**src/rtl/instr_pack.sv**
```systemverilog
// Shared definitions for the Hamming encoder: FSM state encoding, default
// memory layout constants and the byte-address helper.
package instr_pack;

    typedef enum logic [2:0] {
        IDLE  = 3'd0,
        RD_HI = 3'd1,
        RD_LO = 3'd2,
        WR_HI = 3'd3,
        WR_LO = 3'd4,
        FIN   = 3'd5
    } state_e;

    localparam int DEF_SRC_BASE = 0;
    localparam int DEF_DST_BASE = 30;
    localparam int DEF_NWORDS   = 15;

    // Byte address of the hi (hi=1) or lo (hi=0) byte of word k; wraps mod 256.
    function automatic logic [7:0] word_addr(input int base, input logic [7:0] k, input logic hi);
        return 8'(base) + 8'({k, 1'b0}) + {7'd0, hi};
    endfunction

endpackage

```
**src/rtl/hamm_enc11.sv**
```systemverilog
// Combinational Hamming(15,11) encoder; codeword bit n holds Hamming position n.
// Define HAMM_P0_EN to fill bit 0 with overall even parity (SECDED).
module hamm_enc11 (
    input  logic [10:0] data_i,
    output logic [15:0] code_o
);

    logic p8_s;
    logic p4_s;
    logic p2_s;
    logic p1_s;
    logic p0_s;
    logic [15:1] upper_s;

    assign p8_s = ^data_i[10:4];
    assign p4_s = ^{data_i[10], data_i[9], data_i[8], data_i[7], data_i[3], data_i[2], data_i[1]};
    assign p2_s = ^{data_i[10], data_i[9], data_i[6], data_i[5], data_i[3], data_i[2], data_i[0]};
    assign p1_s = ^{data_i[10], data_i[8], data_i[6], data_i[4], data_i[3], data_i[1], data_i[0]};

    assign upper_s = {data_i[10:4], p8_s, data_i[3], data_i[2], data_i[1], p4_s, data_i[0], p2_s, p1_s};

`ifdef HAMM_P0_EN
    assign p0_s = ^upper_s;
`else
    assign p0_s = 1'b0;
`endif

    assign code_o = {upper_s, p0_s};

endmodule

```
**src/rtl/hamm_encoder.sv**
```systemverilog
// Memory-to-memory Hamming encoder: reads NWORDS raw 11-bit words from SRC_BASE,
// writes 16-bit codewords to DST_BASE, highest word first. Optional HAMM_P0_EN.
module hamm_encoder
    import instr_pack::*;
#(
    parameter int SRC_BASE = DEF_SRC_BASE,
    parameter int DST_BASE = DEF_DST_BASE,
    parameter int NWORDS   = DEF_NWORDS
) (
    input  logic       clk,
    input  logic       reset,
    input  logic       start,
    output logic       done,
    output logic       busy,
    output logic [7:0] mem_addr,
    input  logic [7:0] mem_rdata,
    output logic [7:0] mem_wdata,
    output logic       mem_we
);

    state_e      state_q;
    logic [7:0]  k_q;
    logic [2:0]  hi_q;
    logic [7:0]  lo_q;
    logic        done_q;
    logic        busy_q;
    logic [7:0]  addr_q;
    logic [7:0]  wdata_q;
    logic        we_q;
    logic [10:0] enc_in_s;
    logic [15:0] code_s;

    // Encoder input: in RD_LO the lo byte is still on the bus, afterwards it is registered.
    always_comb begin
        enc_in_s = {hi_q, lo_q};
        if (state_q == RD_LO) begin
            enc_in_s = {hi_q, mem_rdata};
        end else begin
            enc_in_s = {hi_q, lo_q};
        end
    end

    hamm_enc11 u_enc (
        .data_i (enc_in_s),
        .code_o (code_s)
    );

    // Control FSM; bus outputs are loaded on entry to the state that presents them.
    always_ff @(posedge clk or posedge reset) begin
        if (reset) begin
            state_q <= IDLE;
            k_q     <= 8'd0;
            hi_q    <= 3'd0;
            lo_q    <= 8'd0;
            done_q  <= 1'b0;
            busy_q  <= 1'b0;
            addr_q  <= 8'd0;
            wdata_q <= 8'd0;
            we_q    <= 1'b0;
        end else begin
            case (state_q)
                IDLE: begin
                    if (start) begin
                        state_q <= RD_HI;
                        k_q     <= 8'(NWORDS - 1);
                        busy_q  <= 1'b1;
                        addr_q  <= word_addr(SRC_BASE, 8'(NWORDS - 1), 1'b1);
                    end
                end
                RD_HI: begin
                    hi_q    <= mem_rdata[2:0];
                    addr_q  <= word_addr(SRC_BASE, k_q, 1'b0);
                    state_q <= RD_LO;
                end
                RD_LO: begin
                    lo_q    <= mem_rdata;
                    addr_q  <= word_addr(DST_BASE, k_q, 1'b1);
                    wdata_q <= code_s[15:8];
                    we_q    <= 1'b1;
                    state_q <= WR_HI;
                end
                WR_HI: begin
                    addr_q  <= word_addr(DST_BASE, k_q, 1'b0);
                    wdata_q <= code_s[7:0];
                    state_q <= WR_LO;
                end
                WR_LO: begin
                    we_q    <= 1'b0;
                    wdata_q <= 8'd0;
                    if (k_q != 8'd0) begin
                        k_q     <= k_q - 8'd1;
                        addr_q  <= word_addr(SRC_BASE, k_q - 8'd1, 1'b1);
                        state_q <= RD_HI;
                    end else begin
                        addr_q  <= 8'd0;
                        busy_q  <= 1'b0;
                        done_q  <= 1'b1;
                        state_q <= FIN;
                    end
                end
                FIN: begin
                    if (!start) begin
                        done_q  <= 1'b0;
                        state_q <= IDLE;
                    end
                end
                default: begin
                    state_q <= IDLE;
                    done_q  <= 1'b0;
                    busy_q  <= 1'b0;
                    addr_q  <= 8'd0;
                    wdata_q <= 8'd0;
                    we_q    <= 1'b0;
                end
            endcase
        end
    end

    assign done      = done_q;
    assign busy      = busy_q;
    assign mem_addr  = addr_q;
    assign mem_wdata = wdata_q;
    assign mem_we    = we_q;

endmodule

```
**config.mk**
```make
export PLATFORM = sky130hd
export DESIGN_NAME = hamm_encoder
export DESIGN_NICKNAME = d
export VERILOG_FILES = /design/src/rtl/instr_pack.sv /design/src/rtl/hamm_enc11.sv /design/src/rtl/hamm_encoder.sv
export SDC_FILE = /design/constraint.sdc
export NUM_CORES = 1
export LEC_CHECK = 0
export BUFFER_PORTS_ARGS = -buffer_cell sky130_fd_sc_hd__buf_4
export CAP_MARGIN = 20
export CORE_MARGIN = 2
export CORE_UTILIZATION = 52
export DETAILED_ROUTE_END_ITERATION = 8
export PLACE_DENSITY = 0.75
export SLEW_MARGIN = 0
export SYNTH_ARGS = -nofsm -noshare
export SYNTH_HDL_FRONTEND = slang
export SYNTH_SLANG_ARGS = --single-unit
```
**constraint.sdc**
```tcl
create_clock -name clk -period 1.84 [get_ports clk]
set_input_delay 0.184 -clock clk [delete_from_list [all_inputs] [get_ports clk]]
set_output_delay 0.184 -clock clk [all_outputs]
set_load 0.1 [all_outputs]
```
; After elaboration in Yosys (flattened, before gate mapping)
; Index checks and enable logic that the tools add are counted.
[op_classes]
addsub = 4
eq_ne = 9
reduce_logical = 16
n_mux = 19
bitwise_logic = 3
[op_table]
columns = operator, n
row1 = $pmux 8 s6, 1
row2 = $mux 8, 5
row3 = $reduce_xor 7->1, 4
row4 = $pmux 8 s3, 1
row5 = $pmux 3 s6, 1
row6 = $add 8x1->8 const B, 2
row7 = $pmux 8 s2, 1
row8 = $reduce_or 4->1, 3
row9 = $mux 3, 3
row10 = $reduce_and 3->1, 3
row11 = $add 5x8->8 const A, 1
row12 = $ne 2x2->1 const B, 4
row13 = $reduce_bool 8->1, 1
row14 = $sub 8x1->8 const B, 1
row15 = $eq 3x2->1 const B, 2
row16 = $eq 3x3->1 const B, 2
row17 = $pmux 1 s3, 2
row18 = $mux 1, 4
row19 = $reduce_and 2->1, 2
row20 = $eq 3x1->1 const B, 1
row21 = $logic_not 3->1, 1
row22 = $not 1->1, 3
row23 = $reduce_or 3->1, 1
row24 = $pmux 1 s2, 1
row25 = $reduce_bool 2->1, 1
[word_totals]
output_inout_bits = 19
wordCells = 60
ff_bits = 41
input_bits = 11

; Depth between registers and ports, before layout
; Gate-level depths: netlist of run 1.
[logic_depth]
ltp_word = 4
mapped_depth = 7
ltp_nobuf = 6

; Modules after synthesis
; From an unflattened synthesis of run 1, not the netlist that was laid out.
[hier_totals]
cells_unflattened = 248
hier_area_um2 = 2479.9
[modules_own_cells]
columns = module, cells_each, n_inst, seq_area_each_um2, area_per_inst_um2
row1 = hamm_encoder, 219, 1, 1026.0, 2125.8
row2 = hamm_enc11, 29, 1, 0.0, 354.1

; Least setup slack after synthesis of run 1
; No wires, ideal clock.
[synth_path]
path_type = flip-flop to flip-flop
startpoint = register k_q[0]
endpoint = register k_q[4]
setup_time_ns = 0.077
arrival_time_ns = 1.786
stages_incl_launch_ff = 7
required_time_ns = 1.763
period_less_slack_ns = 1.863
slack_ns = -0.023
n_path_buf = 0
cell_sequence = dfrtp_1 > inv_1 > ha_1 > or4b_4 > o21ai_4 > mux2_1 > a21oi_1
[synth_via]
elab_chain_cells = 3
word_cells_on_any_way = 6
cone_classes = add/sub: 1 / eq/ne: 1 / mux: 2 / reduce/logical: 2
[synth_lines]
columns = item, line
row1 = start: declaration, hamm_encoder.sv:22  ; logic [7:0] k_q;
row2 = start signal: assignment, hamm_encoder.sv:65  ; k_q <= 8'(NWORDS - 1);
row3 = start signal: assignment, hamm_encoder.sv:91  ; k_q <= k_q - 8'd1;
row4 = $sub 8x1->8 / $reduce_bool 8->1 (equally long branches), --
row5 = $mux 8 / $ne 2x2->1 (equally long branches), --
row6 = $pmux 8 s2 / $reduce_and 3->1 (equally long branches), --
; Parallel ways exist; a longest one is shown, timed or not. The select of a mux whose other input is x is not followed.
; A chain may end at the register's enable or synchronous reset.

; Worst setup path in the final report of run 1
[layout_path]
startpoint = register k_q[1]
endpoint = register addr_q[1] (netlist: mem_addr[1])
[layout_via]
elab_chain_cells = 3
[layout_lines]
columns = item, line
row1 = $reduce_bool 8->1, hamm_encoder.sv:90  ; if (k_q != 8'd0) begin
row2 = $mux 8, hamm_encoder.sv:90
row3 = $pmux 8 s6, hamm_encoder.sv:61  ; case (state_q)
row4 = end signal: assignment, hamm_encoder.sv:67  ; addr_q <= word_addr(SRC_BASE, 8'(NWORDS - 1), 1'b1);
row5 = end signal: assignment, hamm_encoder.sv:72  ; addr_q <= word_addr(SRC_BASE, k_q, 1'b0);
row6 = end signal: assignment, hamm_encoder.sv:92  ; addr_q <= word_addr(SRC_BASE, k_q - 8'd1, 1'b1);
row7 = end: declaration, hamm_encoder.sv:27  ; logic [7:0] addr_q;
; No other way between the ends.

==> flow_summary.rst, run 1 <==
.. list-table::
   :header-rows: 1

   * - Metric
     - Value
   * - Run status
     - finished, violations left
   * - Violated checks
     - setup timing
   * - CP endpoint kind
     - register
   * - Clock buffer count from CTS
     - 5
   * - Final core area utilization
     - 0.675
   * - Instance area at placement
     - approximately 0.0028 sq mm
   * - Half-perimeter wire length after detailed placement
     - 3940 um
   * - H-tree depth
     - 2
   * - Number of input and output port buffers inserted
     - 29
   * - Dominant cell type by area after synthesis
     - sky130_fd_sc_hd__dfrtp_1
   * - Category of the most critical setup path
     - register to register
   * - Initial detailed-routing violation count
     - roughly 170
   * - Total track usage
     - 0.225
   * - Final Routed Wirelength
     - roughly 5500 um
   * - Share of the yosys chip area belonging to registers
     - 0.430
   * - Arrival time reported for the critical path endpoint
     - about 2000 ps
   * - Share of layout cells above drive strength 1
     - 0.357
   * - Async set-or-reset flop fraction in the synthesized netlist
     - 1.00
   * - Largest clock skew in the final design
     - 3.32 ps
   * - Vias post-DR
     - between 2000 and 2500
   * - Slew of the pin with the lowest slew margin
     - between 500 and 600 ps
   * - Maximum clock rate
     - ~0.54 GHz
   * - Vias in the first global route
     - around 1800
   * - Final Setup Violations
     - 1
   * - Flop2flop setup slack
     - -2 ps
   * - Final critical-path share of the clock period
     - 1.00
   * - Cell area after layout
     - roughly 0.003 sq mm
   * - Post-Syn Nets
     - around 240
   * - Overall die area
     - slightly above 0.005 sq mm
   * - Number of enable-type register cells in the synthesized netlist
     - 0
   * - Worst hold path type
     - input pin to asynchronous set/reset pin
   * - Maxcap violations
     - 0
   * - CTS Root Cell
     - sky130_fd_sc_hd__clkbuf_8
   * - Category of cells accounting for the largest share of critical-path delay
     - simple AND/OR/NAND/NOR gates
   * - Global placement routability congestion
     - 0.868
   * - Element type at the critical path start
     - register
   * - WP data required
     - between 2000 and 2500 ps
   * - Clock input transition at the sequential cells of the worst setup and hold paths
     - around 80 ps
   * - Placement Rows
     - 24
   * - Total overflow reported by the global router
     - 0
   * - Post-route antenna net violation count
     - 0
   * - Fin Setup TNS
     - -2.25 ps
   * - Max FO, Critical Path
     - 6
   * - Launching point of the worst reg2reg path
     - k_q[1]
   * - Pin count of the biggest net entering global routing
     - 42
   * - Minimum clock period
     - around 1800 ps
   * - Crit path buffers/inverters
     - 2
   * - Drt wl/cell
     - roughly 17 um
   * - Worst-path cell with the longest stage delay
     - sky130_fd_sc_hd__or4b_4
   * - Final routed DRC violation total
     - 0
   * - Wire length of the first global-routing pass
     - about 9000 um
   * - Leading cell types by count after synthesis
     - 41 x sky130_fd_sc_hd__dfrtp_1, 14 x sky130_fd_sc_hd__nor2_1, 13 x sky130_fd_sc_hd__a21oi_1, 13 x sky130_fd_sc_hd__nand2_1, 13 x sky130_fd_sc_hd__xnor2_1
   * - Number of top-level pins
     - 30
   * - Post-synthesis average cell area
     - between 10 and 15 sq um
   * - Netlist cell types
     - 58
   * - Number of antenna cells inserted
     - 0
   * - CTS Hold Bufs
     - 0
   * - Delay of the slowest cell on the worst path
     - around 470 ps
   * - Die Height
     - just over 70 um
   * - Count of final hold-check violations
     - 0
   * - TritonCTS clock tree
     - built
   * - Worst R2R Path Depth
     - 7
   * - Warning count from the yosys run
     - 0
   * - Capturing point of the worst reg2reg path
     - mem_addr[1]
   * - RSZ-0062 raised after global routing
     - true
   * - Dominant synthesized flop cell
     - sky130_fd_sc_hd__dfrtp_1
   * - Area growth syn-to-layout
     - 23.9%
   * - Post-Synthesis Cell Area
     - approximately 0.0024 sq mm
   * - Number of clock sinks
     - roughly 40
   * - Bufs on Longest Clock Path
     - 2
   * - Proportion of netlist area held by the largest area contributor
     - 0.430
   * - Max-slew headroom
     - 0.604
   * - #FFs+latches synth
     - between 40 and 50
   * - Number of slew-limit violations in the final report
     - 0
   * - Final worst slack
     - -2.25 ps
   * - Top area cells in the synthesized netlist
     - sky130_fd_sc_hd__dfrtp_1 43%, sky130_fd_sc_hd__xnor2_1 4.8%, sky130_fd_sc_hd__mux2_2 4.7%
   * - Fillers
     - approximately 350
   * - Via/cell ratio
     - around 6.0
   * - Die Span X
     - slightly above 70 um
   * - Insertion delay of the later-clocked pin in the worst-skew pair
     - 300 ps
   * - Layout net count
     - slightly below 300
   * - Initial DRT Pass Iterations
     - 4
   * - Most numerous cell in the Yosys netlist
     - sky130_fd_sc_hd__dfrtp_1
   * - Starting density of the core
     - 0.545
   * - Core region area
     - 0.00438 sq mm
   * - Initial antenna violation count
     - 0
   * - Critical path, cell by cell
     - inv_2, ha_4, or4b_4, o21ai_4, buf_6, nor2_2, a211o_1
   * - Number of standard cells after synthesis
     - 229
[flip-flops by register name, summed over array words and instances (netlist names)]
| register | flops |
|---|---|
| mem_addr | 8 |
| hi_q | 3 |
| k_q | 8 |
| mem_we | 1 |
| mem_wdata | 8 |
| busy | 1 |
| state_q | 3 |
| lo_q | 8 |
| done | 1 |
[tightest hold or removal path, cell delays in order]
cell and delay [ps]:
sky130_fd_sc_hd__buf_4 110, sky130_fd_sc_hd__inv_1 40, sky130_fd_sc_hd__buf_4 420
[through the flow]
| step | hold slack [ps] | setup slack, ps | instances |
|---|---|---|---|
| floorplan | 336 | -23.4 | 229 |
| global placement | 352 | -18.2 | 324 |
| detailed placement | 353 | -47.6 | 324 |
| CTS | 27.3 | -20.6 | 333 |
| global route | 73.7 | -60.3 | 335 |
| finish | 3.77 | -2.25 | 335 |
[placed cells by master, fill, tap and decap left out, types with 3 or more instances in the layout]
cell,netlist,routed
sky130_fd_sc_hd__xor2_1,7,7
sky130_fd_sc_hd__inv_1,7,5
sky130_fd_sc_hd__a31oi_1,3,3
sky130_fd_sc_hd__inv_2,2,4
sky130_fd_sc_hd__nand2_1,13,13
sky130_fd_sc_hd__dfrtp_1,41,41
sky130_fd_sc_hd__xnor2_1,13,13
sky130_fd_sc_hd__a21oi_1,13,12
sky130_fd_sc_hd__o21ai_1,6,6
sky130_fd_sc_hd__o221ai_1,3,3
sky130_fd_sc_hd__nor2_1,14,13
sky130_fd_sc_hd__nor3_1,5,5
sky130_fd_sc_hd__o21ai_0,12,11
sky130_fd_sc_hd__a22o_1,3,3
sky130_fd_sc_hd__mux2_2,10,10
sky130_fd_sc_hd__a221oi_1,4,4
sky130_fd_sc_hd__a22oi_1,3,3
sky130_fd_sc_hd__clkbuf_8,0,5
sky130_fd_sc_hd__buf_4,1,59
sky130_fd_sc_hd__mux2i_1,8,8
[how the worst max path moves through the flow]
stage / from / end / slack (ps) / depth (start not counted)
5_1_grt: k_q[0] / k_q[7] / -60 / 5
2_1_floorplan: k_q[0] / k_q[4] / -20 / 6
4_1_cts: k_q[1] / mem_addr[1] / -20 / 7
6_report: k_q[1] / mem_addr[1] / -2 / 7
3_5_place_dp: k_q[0] / mem_addr[1] / -50 / 7
3_3_place_gp: k_q[2] / mem_addr[5] / -20 / 5
[what timing repair did]
item	4_1_cts	5_1_grt
endpoints found under the setup margin	3	14
buffers inserted	1	2
pin swaps	4	2
resized for setup	8	4
[cell type report]
class | count | area [sq um] | area share
Clock buffer | 6 | 72.6 | 0.0245
Clock inverter | 2 | 10.0 | 0.00338
Inverter | 9 | 33.8 | 0.0114
Multi-Input combinational cell | 164 | 1290 | 0.435
Sequential cell | 41 | 1030 | 0.347
Tap cell | 52 | 65.1 | 0.0220
Timing Repair Buffer | 61 | 465 | 0.157
[metal layers]
metal / track usage / share of wire / wire [um] / vias up
met4: 0.0922 / 0.021 / 114 / 0
met3: 0.0394 / 0.061 / 336 / 11
met1: 0.332 / 0.44 / 2440 / 995
met2: 0.329 / 0.48 / 2650 / 71
li1: - / - / - / 941
met5: 0 / 0 / 0 / -
[cells by family after synthesis]
family,share of synthesized area
buf+inv,0.0445
simple gates,0.149
xor+xnor,0.0922
flops,0.430
fa+ha+maj,0.0105
mux,0.0917
compound gates,0.182
Power of run 1 is not shown: default switching activity piles up to over one toggle a cycle in this logic, so the estimate is an artifact.
==> inputs of run 2 (changes only) <==
CORE_UTILIZATION = 55   (was 52)
clock period = 1.9 ns   (was 1.84 ns; I/O delays follow)
==> flow_summary.rst, run 2 (synthesis results as in run 1) <==
.. list-table::
   :header-rows: 1

   * - Metric
     - Value
   * - Run status
     - complete, no violations
   * - RSZ-0062 raised after global routing
     - true
   * - Launching point of the worst reg2reg path
     - k_q[0]
   * - Final worst slack
     - roughly 45 ps
   * - Core region area
     - about 0.0041 sq mm
   * - Number of slew-limit violations in the final report
     - 0
   * - Most frequent standard cell in the layout excluding fill and tap cells
     - sky130_fd_sc_hd__buf_4
   * - Slew of the pin with the lowest slew margin
     - roughly 530 ps
   * - Capturing point of the worst reg2reg path
     - k_q[4]
   * - Category of the most critical setup path
     - register to register
   * - Cell depth of the worst setup path
     - 6
   * - Drt wl/cell
     - 16.4 um
   * - Element type at the critical path start
     - register
   * - Final routed DRC violation total
     - 0
   * - WP data required
     - 2130 ps
   * - Total overflow reported by the global router
     - 0
   * - Timing startpoint of the critical path
     - k_q[0]
   * - Worst hold path type
     - input pin to asynchronous set/reset pin
   * - Number of top-level pins
     - 30
   * - Highest-count cells in the layout ignoring fill and taps
     - 53 x sky130_fd_sc_hd__buf_4, 41 x sky130_fd_sc_hd__dfrtp_1, 14 x sky130_fd_sc_hd__nor2_1
   * - Overall die area
     - ~0.0049 sq mm
   * - Worst Hold Slack
     - roughly 18 ps
   * - Clock input transition at the sequential cells of the worst setup and hold paths
     - about 90 ps
   * - Final Routed Wirelength
     - around 5400 um
   * - TritonCTS clock tree
     - built
   * - Initial detailed-routing violation count
     - approximately 130
   * - Number of antenna cells inserted
     - 0
   * - Final Setup Violations
     - 0
   * - Max-slew headroom
     - 0.649
   * - Share of layout cells above drive strength 1
     - 0.336
   * - Wire length of the first global-routing pass
     - between 9000 and 10000 um
   * - Met1 wire length
     - approximately 2500 um
   * - Worst setup slack before clock tree synthesis
     - ~56 ps
   * - Maxcap violations
     - 0
   * - Insertion delay of the later-clocked pin in the worst-skew pair
     - around 300 ps
   * - End point of the critical path
     - k_q[4]
   * - Post-route antenna net violation count
     - 0
   * - Met2 layer wire length in the routed design
     - ~2500 um
   * - Final critical-path share of the clock period
     - 0.976
   * - Arrival time reported for the critical path endpoint
     - ~2100 ps
   * - Via/cell ratio
     - between 5 and 6
   * - Half-perimeter wire length after detailed placement
     - 3690 um
   * - Maximum clock rate
     - about 0.54 GHz
   * - CP endpoint kind
     - register
   * - Vias post-DR
     - between 1500 and 2000
   * - Area growth syn-to-layout
     - 23.8%
   * - CTS Hold Bufs
     - 0
   * - Layout net count
     - between 200 and 300
   * - Number of clock sinks
     - 41
   * - Total track usage
     - 0.232
   * - Pin count of the biggest net entering global routing
     - between 40 and 50
   * - Bufs on Longest Clock Path
     - 2
   * - Routed wire length on met3
     - a little over 300 um
   * - Fillers
     - 301
   * - Critical path, cell by cell
     - inv_2, ha_4, or4b_4, o21ai_4, mux2_1, a21oi_1
   * - Placement Rows
     - 23
   * - Largest clock skew in the final design
     - between 8 and 9 ps
   * - Crit path buffers/inverters
     - 1
   * - Initial DRT Pass Iterations
     - 4
   * - Vias in the first global route
     - ~1800
   * - Delay of the slowest cell on the worst path
     - about 470 ps
   * - Starting density of the core
     - 0.585
   * - Worst-path cell with the longest stage delay
     - sky130_fd_sc_hd__or4b_4
   * - Die Span X
     - about 70 um
   * - Minimum clock period
     - around 1900 ps
   * - Worst R2R Path Depth
     - 6
   * - Die Height
     - ~70 um
   * - CTS Root Cell
     - sky130_fd_sc_hd__clkbuf_8
   * - Category of cells accounting for the largest share of critical-path delay
     - simple AND/OR/NAND/NOR gates
   * - Flop2flop setup slack
     - around 45 ps
   * - Max FO, Critical Path
     - 4
   * - Initial antenna violation count
     - 0
   * - Top layer reached by signal wires
     - met4
   * - Count of final hold-check violations
     - 0
   * - Global placement routability congestion
     - just under 0.9
   * - H-tree depth
     - 2
   * - Number of input and output port buffers inserted
     - 29
   * - Clock buffer count from CTS
     - 5
==> run 2: metal layers <==
| metal | GRT usage | up-vias |
|---|---|---|
| li1 | - | 928 |
| met1 | 0.342 | 936 |
| met2 | 0.348 | 66 |
| met3 | 0.0462 | 7 |
| met4 | 0.0684 | 0 |
| met5 | 0 | - |
==> run 2: area by class of cell <==
class                           instances  area [sq um]  area share
Multi-Input combinational cell        164          1280       0.432
Sequential cell                        41          1030       0.347
Timing Repair Buffer                   55           420       0.142
Clock buffer                            5          68.8      0.0233
Clock inverter                          3          68.8      0.0233
Tap cell                               50          62.6      0.0212
Inverter                                9          33.8      0.0114
==> run 2: worst min path at each step <==
stage                  from     endpoint  cells after the start  slack [ps]
2_1_floorplan  mem_rdata[0]      lo_q[0]                      1         340
3_3_place_gp          reset  mem_addr[6]                      3         360
3_5_place_dp          reset  mem_addr[6]                      3         360
6_report              reset  mem_addr[7]                      3          20
5_1_grt               reset      lo_q[0]                      3          70
4_1_cts               reset  mem_addr[6]                      3          30
==> run 2: tightest hold or removal path, delay by kind of cell <==
| family | cells | cell delay [ps] |
|---|---|---|
| buffers and inverters | 3 | 590 |
==> run 2: per-stage QoR <==
step / cells / TNS [ps] / utilization / cell area (sq um)
after floorplan: 229 / 0 / - / 2390
after global placement: 316 / 0 / 0.678 / 2770
after detailed placement: 316 / 0 / 0.678 / 2770
after CTS: 324 / 0 / 0.711 / 2910
after global routing: 327 / -68.5 / 0.724 / 2960
final: 327 / 0 / 0.724 / 2960
==> run 2: repair_timing <==
item | 4_1_cts | 5_1_grt
gates resized for setup | 0 | 8
setup buffers | 0 | 3
setup endpoints to repair | 0 | 6
Power of run 2 is left out for the same reason.
==> inputs of run 3 (changes only) <==
CORE_MARGIN = 1   (was 2)
==> flow_summary.rst, run 3 (synthesis results as in run 1) <==
.. list-table::
   :header-rows: 1

   * - Metric
     - Value
   * - Pin count of the biggest net entering global routing
     - 42
   * - RSZ-0062 raised after global routing
     - true
   * - Number of instances in the placed design
     - 316
   * - Layout net count
     - between 200 and 300
   * - Arrival time reported for the critical path endpoint
     - 2070 ps
   * - Global placement routability congestion
     - 0.901
   * - Drt wl/cell
     - 17.2 um
   * - Most frequent standard cell in the layout excluding fill and tap cells
     - sky130_fd_sc_hd__buf_4
   * - Run status
     - complete, no violations
   * - Bufs on Longest Clock Path
     - 2
   * - Element type at the critical path start
     - register
   * - Vias post-DR
     - 1978
   * - Via/cell ratio
     - approximately 6.0
   * - Insertion delay of the later-clocked pin in the worst-skew pair
     - between 200 and 300 ps
   * - Post-route antenna net violation count
     - 0
   * - Capturing point of the worst reg2reg path
     - mem_addr[4]
   * - Initial detailed-routing violation count
     - 165
   * - Worst R2R Path Depth
     - 5
   * - Maximum clock rate
     - approximately 0.54 GHz
   * - Number of slew-limit violations in the final report
     - 0
   * - Slew of the pin with the lowest slew margin
     - between 500 and 600 ps
   * - Category of the most critical setup path
     - register to register
   * - Highest-count cells in the layout ignoring fill and taps
     - 56 x sky130_fd_sc_hd__buf_4, 41 x sky130_fd_sc_hd__dfrtp_1, 14 x sky130_fd_sc_hd__nor2_1
   * - Area growth syn-to-layout
     - 24.4%
   * - Initial antenna violation count
     - 0
   * - Core region area
     - 0.00409 sq mm
   * - Final routed DRC violation total
     - 0
   * - CTS Root Cell
     - sky130_fd_sc_hd__clkbuf_8
   * - Placement Rows
     - 23
   * - Non-filler cells in the finished layout
     - between 300 and 400
   * - Critical path, cell by cell
     - buf_4, or4_1, a221oi_1, o21ai_1, o221ai_1
   * - Minimum clock period
     - 1860 ps
   * - Die Span X
     - between 60 and 70 um
   * - Launching point of the worst reg2reg path
     - k_q[0]
   * - TritonCTS clock tree
     - built
   * - Clock input transition at the sequential cells of the worst setup and hold paths
     - around 80 ps
   * - Total overflow reported by the global router
     - 0
   * - CTS Hold Bufs
     - 0
   * - Max-slew headroom
     - 0.653
   * - WP data required
     - 2110 ps
   * - Worst-path cell with the longest stage delay
     - sky130_fd_sc_hd__or4_1
   * - Count of final hold-check violations
     - 0
   * - Half-perimeter wire length after detailed placement
     - between 3000 and 4000 um
   * - Initial DRT Pass Iterations
     - 4
   * - Vias in the first global route
     - about 1800
   * - Max FO, Critical Path
     - 7
   * - Final critical-path share of the clock period
     - 0.981
   * - Number of clock sinks
     - about 40
   * - Number of top-level pins
     - 30
   * - Number of input and output port buffers inserted
     - 29
   * - Maxcap violations
     - 0
   * - H-tree depth
     - 2
   * - Final Setup Violations
     - 0
   * - Starting density of the core
     - 0.585
   * - Clock buffer count from CTS
     - 5
   * - Final Routed Wirelength
     - 5670 um
   * - Worst hold path type
     - input pin to asynchronous set/reset pin
   * - Largest clock skew in the final design
     - between 5 and 6 ps
   * - CP endpoint kind
     - register
   * - Overall die area
     - 0.00461 sq mm
   * - Number of antenna cells inserted
     - 0
   * - Delay of the slowest cell on the worst path
     - around 700 ps
   * - Die Height
     - slightly below 70 um
   * - Total track usage
     - 0.271
   * - Flop2flop setup slack
     - between 30 and 40 ps
   * - Wire length of the first global-routing pass
     - between 9000 and 10000 um
   * - Share of layout cells above drive strength 1
     - 0.343
   * - Timing startpoint of the critical path
     - k_q[0]
run 3: metrics by stage:
| stage | hold WS [ps] | cell area, sq um | setup WS, ps | setup TNS, ps | utilization |
|---|---|---|---|---|---|
| after global placement | 354 | 2780 | 99.3 | 0 | 0.681 |
| final | 17.0 | 2970 | 36.0 | 0 | 0.727 |
| after CTS | 41.1 | 2900 | 9.83 | 0 | 0.710 |
| after floorplan | 342 | 2390 | 36.6 | 0 | - |
| after detailed placement | 355 | 2780 | 28.6 | 0 | 0.681 |
| after global routing | 68.8 | 2970 | -28.6 | -72.8 | 0.727 |
run 3: layout make-up:
| cell class | instances | area, sq um |
|---|---|---|
| Clock inverter | 2 | 37.5 |
| Fill cell | 292 | 1120 |
| Clock buffer | 6 | 82.6 |
| Tap cell | 50 | 62.6 |
| Timing Repair Buffer | 58 | 452 |
| Sequential cell | 41 | 1030 |
| Multi-Input combinational cell | 164 | 1280 |
| Inverter | 9 | 33.8 |
run 3: what timing repair did:
action,4_1_cts,5_1_grt
gates resized for setup,0,7
endpoints found under the hold margin,0,0
buffers inserted,0,6
setup endpoints to repair,0,5
run 3: critical path, delay by kind of cell, from the launching register on:
kind,cells,cell delay [ps]
AO/OA/AOI/OAI,3,520
buffers and inverters,1,160
flip-flops,1,400
AND/OR/NAND/NOR,1,690
run 3: how the worst max path moves through the flow:
stage / end / slack [ps]
after detailed placement: k_q[4] / 30
after floorplan: k_q[4] / 40
after global routing: k_q[2] / -30
final: mem_addr[4] / 40
after global placement: mem_addr[1] / 100
after CTS: k_q[4] / 10
run 3: metal layers:
metal	vias up	part of all wire	global-route usage
met5	-	0	0
met3	9	0.052	0.0600
li1	938	-	-
met4	0	0.017	0.0964
met2	68	0.48	0.432
met1	963	0.45	0.361
Power of run 3 is left out for the same reason.
